===== src/rtl/sequencer.sv =====
// Control FSM for the shift-and-add multiplier: sequences clear, WIDTH test/add/shift
// iterations, then returns to idle. Outputs are registered copies of the next-state decode.
module sequencer #(
  parameter int unsigned WIDTH = 8
) (
  input  logic clock,
  input  logic seqreset,
  input  logic start,
  input  logic Q0,
  output logic reset,
  output logic add,
  output logic shift,
  output logic ready
);

  localparam int unsigned CW = $clog2(WIDTH + 1);

  typedef enum logic [2:0] {
    S_IDLE,
    S_INIT,
    S_TEST,
    S_ADD,
    S_SHIFT
  } state_e;

  state_e        state_q, state_d;
  logic [CW-1:0] count_q, count_d;
  logic          reset_q, reset_d;
  logic          add_q, add_d;
  logic          shift_q, shift_d;
  logic          ready_q, ready_d;

  always_ff @(posedge clock or posedge seqreset) begin
    if (seqreset) begin
      state_q <= S_IDLE;
      count_q <= '0;
      reset_q <= 1'b0;
      add_q   <= 1'b0;
      shift_q <= 1'b0;
      ready_q <= 1'b1;
    end else begin
      state_q <= state_d;
      count_q <= count_d;
      reset_q <= reset_d;
      add_q   <= add_d;
      shift_q <= shift_d;
      ready_q <= ready_d;
    end
  end

  // Next state; outputs are decoded from the next state so the flops hold the Moore value.
  always_comb begin
    state_d = state_q;
    count_d = count_q;
    case (state_q)
      S_IDLE:  if (start) state_d = S_INIT;
      S_INIT: begin
        count_d = CW'(WIDTH);
        state_d = S_TEST;
      end
      S_TEST:  state_d = Q0 ? S_ADD : S_SHIFT;
      S_ADD:   state_d = S_SHIFT;
      S_SHIFT: begin
        count_d = count_q - CW'(1);
        state_d = (count_q == CW'(1)) ? S_IDLE : S_TEST;
      end
      default: state_d = S_IDLE;
    endcase

    ready_d = (state_d == S_IDLE);
    reset_d = (state_d == S_INIT);
    add_d   = (state_d == S_ADD);
    shift_d = (state_d == S_SHIFT);
  end

  assign reset = reset_q;
  assign add   = add_q;
  assign shift = shift_q;
  assign ready = ready_q;

endmodule


===== config.mk =====
export PLATFORM = sky130hd
export DESIGN_NAME = sequencer
export DESIGN_NICKNAME = d
export VERILOG_FILES = /design/src/rtl/sequencer.sv
export SDC_FILE = /design/constraint.sdc
export NUM_CORES = 1
export LEC_CHECK = 0
export CAP_MARGIN = 0
export CORE_AREA = 3 3 40 42
export DETAILED_ROUTE_END_ITERATION = 10
export DIE_AREA = 0 0 43 45
export PLACE_DENSITY = 0.65
export SYNTH_ARGS = -nofsm -noshare
export SYNTH_HDL_FRONTEND = slang
export SYNTH_SLANG_ARGS = --single-unit

===== constraint.sdc =====
create_clock -name clock -period 2.4 [get_ports clock]
set_input_delay 0.48 -clock clock [delete_from_list [all_inputs] [get_ports clock]]
set_output_delay 0.48 -clock clock [all_outputs]
set_load 0.02 [all_outputs]

==> flow_summary_export.csv, run 1 <==
group,metric,value,unit
global_route,grt_first_pass_wirelength,1.68,mm
setup_path,cp.required,1.92,ns
cts,clk_pin_slew_worst_paths,0.08,ns
yosys,synthTopCellsByArea,"dfrtp_1 44%, dfstp_2 4.6%, ha_1 4.4%",
cts,cts_sinks,11,
drt,post-route-drc-count,0,
yosys,synth_top_area_frac,0.437,
finish,syn_to_final_growth,15.1,%
finish,final_core_util,0.513,
global_route,grt_start_max_net_pins,16,
cts,cts_hold_buf,0,
finish,final_cell_count_no_fill,77,
die,row_count,13,
drt,via_per_inst,5.04,
pwr,ir_drop,561,uV
timing,tns,0,ns
setup_path,crit_chain,"clkdlybuf4s50_1",
place,place_ws,0.816,ns
yosys,ys_warn_count,0,
die,io_pins,8,
cts,ctsResizeCount,0,
yosys,synth.net_count,60,
drt,routed-via-count,388,
setup_path,cp_num_buf_inv,1,
cts,clock_path_buffers,2,
timing,finalSetupViolCount,0,
global_route,antenna_found_initial,0,
cts,cts_tree,"done",
finish,regArea,277,sq um
drt,routed_wl,907,um
yosys,synth-seq-cells,11,
setup_path,critical-path-top-delay-family,"buffers and inverters",
drt,avgRoutedWirePerCell,11.8,um
cts,insertion_delay,0.27,ns
drt,ant_nets,0,
finish,n_fill_cell,122,
timing,fmax,541,MHz
pwr,p_per_area,1260,nW/um^2
setup_path,cp_slowest_cell,"clkdlybuf4s50_1",
setup_path,cp_max_fo,1,
pwr,leakagePower,0.294,nW
setup_path,cp-start-kind,"register",
job,cap_violations,0,
place,dpl-instance-area,632,sq um
cts,clock_tree.root_cell,"clkbuf_4",
die,die_x,43,um
timing,worst_slack,0.550,ns
cts,numCtsBuffers,3,
global_route,gr-usage-all-layers,0.118,
yosys,ys_seq_area_frac,0.483,
setup_path,critPathMaxStageDelay,0.59,ns
place,hpwl,664,um
finish,drive_gt1_frac,0.161,
yosys,syn_area,573,sq um
cts,cts_setup_buffers,0,
timing,rsz0062_at_grt,"false",
yosys,synth_common_cells,"10 x dfrtp_1, 5 x inv_1, 3 x nand2_1, 3 x nor2_1, 3 x nor3b_1",
yosys,yosys.area.top_type,"dfrtp_1",
timing,hold_viol_final,0,
setup_path,path_class,"register to output pin",
yosys,synth_edf_count,0,
setup_path,endpoint_kind,"output pin",
finish,final_nets,69,
global_route,grt_pass1_vias,370,
yosys,synth.avg_cell_area,10.6,sq um
timing,period_share,0.771,
timing,worst_pin_slew,0.415,ns
timing,slew_viol_final,0,
die,die_area,1940,sq um
timing,hold_slack,0.495,ns
finish,multi_input_area,248,sq um
global_route,grt_overflow_total,0,
drt,drtIter0Drc,5,
yosys,synthFlopType,"dfrtp_1",
yosys,postSynthCellCount,54,
place,placed_cells_incl_taps,73,
yosys,synth_most_common_cell,"dfrtp_1",
place,portBuffers,7,
drt,drtPass1Iterations,4,
yosys,asyncSetResetFlopFracSynth,1.00,
die,die_height,45,um
cts,cts-htree-levels,1,
die,initial_core_util,0.446,
yosys,synthDistinctLibCells,28,
place,gp_congestion,0.724,
pwr,total_power,0.833,mW
worst_hold_path,hold_path_class,"input port to async pin",
timing,skew,0.00228,ns
die,core,1280,sq um
status,outcome,"completed",
finish,n_antenna_cell,0,
finish,final_area,659,sq um
setup_path,arrival,1.37,ns
timing,min_period,1.85,ns
timing,slew_headroom,0.723,
[area by class of cell]
| cell class | count | share of cell area |
|---|---|---|
| clock inverters | 1 | 0.00759 |
| flip-flops and latches | 11 | 0.419 |
| multi-input cells | 35 | 0.376 |
| clock buffers | 3 | 0.0342 |
| well taps | 15 | 0.0285 |
| repair buffers | 7 | 0.106 |
| inverters | 5 | 0.0285 |
[cell families (layout without fill, tap and decap cells)]
group | Yosys count | in the layout | synth area share
compound gates | 14 | 14 | 0.177
buf+inv | 8 | 16 | 0.0852
fa+ha+maj | 2 | 2 | 0.0437
simple gates | 18 | 18 | 0.194
flops | 11 | 11 | 0.483
mux | 1 | 1 | 0.0175
[registers in the layout (all words and copies together), names as in the netlist]
signal and flops:
add 1, shift 1, reset 1, state_q 3, count_q 4, ready 1
[final timing paths]
kind / start / end / slack [ns] / cells past startpoint
worst max register to register: state_q[2] / state_q[0] / 1.19 / 3
worst min register to register: count_q[1] / count_q[1] / 0.58 / 1
worst min-delay path: seqreset / count_q[3] / 0.49 / 2
max in group asynchronous: seqreset / ready / 1.58 / 2
worst max-delay path: ready / ready / 0.55 / 1
min in group clock: count_q[1] / count_q[1] / 0.58 / 1
[power by group]
part | switching, mW | total (mW) | leakage (nW) | internal [mW]
registers | 0.101 | 0.362 | 0.138 | 0.260
clock network | 0.0659 | 0.127 | 0.0177 | 0.0616
logic | 0.157 | 0.344 | 0.138 | 0.188
[worst reg2reg max path, delay by kind of cell, from the launching register on]
family,cells,cell delay (ns)
simple gates,2,0.40
flops,1,0.60
buf+inv,1,0.09
[per-layer routing]
metal | vias up | share of wire | track usage
met3 | 2 | 0.020 | 0.0359
met4 | 0 | 0.0077 | 0.0542
met2 | 2 | 0.46 | 0.159
li1 | 205 | - | -
met5 | - | 0 | 0
met1 | 179 | 0.51 | 0.173
[placed cells by master (no fill, tap or decap), drive strengths merged]
master,netlist,layout
nor2,3,3
o21ai,3,3
nand2,3,3
a211o,1,1
clkinv,0,1
o31ai,1,1
dfrtp,10,10
a31oi,2,2
or2,2,2
and3,2,2
o21a,1,1
a22o,2,2
o21bai,1,1
mux2i,1,1
ha,2,2
nor3b,3,3
nand2b,1,1
nor2b,3,3
dfstp,1,1
o22ai,2,2
clkdlybuf4s50,0,7
a21oi,1,1
nor3,1,1
clkbuf,0,3
inv,5,5
(Power assumes the default switching activity.)
==> run 2: changes to the inputs <==
- PLACE_DENSITY: 0.65 -> 0.68
- clock period: 2.4 -> 1.7 ns (I/O delays scaled with it)
==> run 2 against run 1 <==
- register-to-register slack lost 0.72 ns
- cell count unchanged
- via count is 4.4% higher
- non-clock buffer count unchanged
- largest power group unchanged
- largest cell class unchanged
- setup slack got worse by 0.37 ns
==> flow_summary_export.csv, run 2 (synthesized netlist as in run 1, its figures left out) <==
group,metric,value,unit
status,outcome,"completed",
die,die_area,1940,sq um
finish,mostFrequentLayoutCells,"10 x dfrtp_1, 6 x clkdlybuf4s50_1, 5 x inv_1",
cts,cts_setup_buffers,0,
worst_hold_path,hold_path_class,"input port to async pin",
setup_path,critPathMaxStageDelay,0.60,ns
drt,avgRoutedWirePerCell,12.4,um
finish,syn_to_final_growth,14.6,%
die,die_x,43,um
setup_path,endpoint_kind,"output pin",
pwr,leakagePower,0.294,nW
timing,period_share,0.895,
place,gp_congestion,0.762,
global_route,grt_start_max_net_pins,16,
cts,cts_hold_buf,0,
timing,skew,0.00659,ns
timing,hold_viol_final,0,
setup_path,cp-start-kind,"register",
timing,rsz0062_at_grt,"false",
global_route,gr-usage-all-layers,0.119,
cts,cts_sinks,11,
setup_path,crit_cells,1,
setup_path,cp_max_fo,1,
setup_path,path_class,"register to output pin",
cts,cts_tree,"done",
setup_path,reg2regPathDepth,3,
die,row_count,13,
finish,final_common_cell,"dfrtp_1",
global_route,grt_pass1_vias,393,
drt,post-route-drc-count,0,
setup_path,arrival,1.18,ns
timing,slew_viol_final,0,
drt,routed_wl,952,um
cts,insertion_delay,0.27,ns
finish,largest_reg_flops,4,
timing,tns,0,ns
setup_path,crit_chain,"clkdlybuf4s50_1",
place,portBuffers,7,
drt,drtPass1Iterations,4,
finish,drive_gt1_frac,0.145,
drt,ant_nets,0,
drt,drtIter0Drc,9,
pwr,p_per_area,1790,nW/um^2
drt,via_per_inst,5.26,
finish,n_antenna_cell,0,
global_route,grt_overflow_total,0,
cts,ctsResizeCount,1,
die,core,1280,sq um
timing,worst_pin_slew,0.415,ns
job,cap_violations,0,
setup_path,critical-path-top-delay-family,"buffers and inverters",
cts,clk_pin_slew_worst_paths,0.07,ns
pwr,total_power,1.17,mW
finish,final_nets,69,
finish,n_fill_cell,119,
die,io_pins,8,
place,hpwl,718,um
finish,multi_input_area,248,sq um
cts,clock_tree.root_cell,"clkbuf_4",
timing,min_period,1.52,ns
timing,finalSetupViolCount,0,
cts,cts-htree-levels,1,
finish,regArea,277,sq um
finish,regMostFlops,"count_q",
setup_path,cp.required,1.36,ns
pwr,ir_drop,718,uV
setup_path,cp_num_buf_inv,1,
global_route,grt_first_pass_wirelength,1.64,mm
cts,clock_path_buffers,2,
global_route,antenna_found_initial,0,
cts,numCtsBuffers,3,
timing,slew_headroom,0.723,
die,initial_core_util,0.446,
finish,largestRegisters,"count_q (4), state_q (3)",
drt,routed-via-count,405,
setup_path,cp_slowest_cell,"clkdlybuf4s50_1",
die,die_height,45,um
timing,fmax,658,MHz
[run 2: cell count changes in the layout (fill, tap and decap cells not counted)]
cell | before | now
clkdlybuf4s50_1 | 7 | 6
dlygate4sd2_1 | 0 | 1
clkinv_2 | 1 | 0
clkbuf_1 | 0 | 1
[run 2: per-stage QoR]
stage | std cells | hold slack, ns | utilization | cell area (sq um) | setup WS, ns
global route | 77 | 0.384 | 0.511 | 657 | 0.125
detailed placement | 73 | 0.564 | 0.492 | 632 | 0.241
finish | 77 | 0.349 | 0.511 | 657 | 0.179
CTS | 77 | 0.364 | 0.511 | 657 | 0.160
floorplan | 54 | 0.192 | - | 573 | 0.623
global placement | 73 | 0.551 | 0.492 | 632 | 0.276
[run 2: final timing paths]
path                       startpoint    endpoint  slack [ns]
hold reg to reg            count_q[1]  count_q[1]        0.59
hold / removal               seqreset  count_q[2]        0.35
setup reg to reg           state_q[0]  state_q[0]        0.47
min in group clock         count_q[1]  count_q[1]        0.59
max in group asynchronous    seqreset       ready        1.04
setup / recovery                reset       reset        0.18
[run 2: cell type report]
cell class	instances	area share
multi-input cells	35	0.377
inverters	5	0.0286
flip-flops and latches	11	0.421
well taps	15	0.0286
clock buffers	4	0.0400
repair buffers	7	0.105
[run 2: where the power goes]
group | total [mW] | internal (mW) | switching, mW
clock network | 0.176 | 0.0908 | 0.0847
logic | 0.491 | 0.258 | 0.232
registers | 0.508 | 0.368 | 0.141
[run 2: metal layers]
| metal | track usage | share of wire | vias to the layer above |
|---|---|---|---|
| met5 | 0 | 0 | - |
| met1 | 0.134 | 0.46 | 190 |
| met3 | 0.0239 | 0.026 | 3 |
| met4 | 0.0904 | 0.025 | 0 |
| met2 | 0.201 | 0.49 | 9 |
| li1 | - | - | 203 |
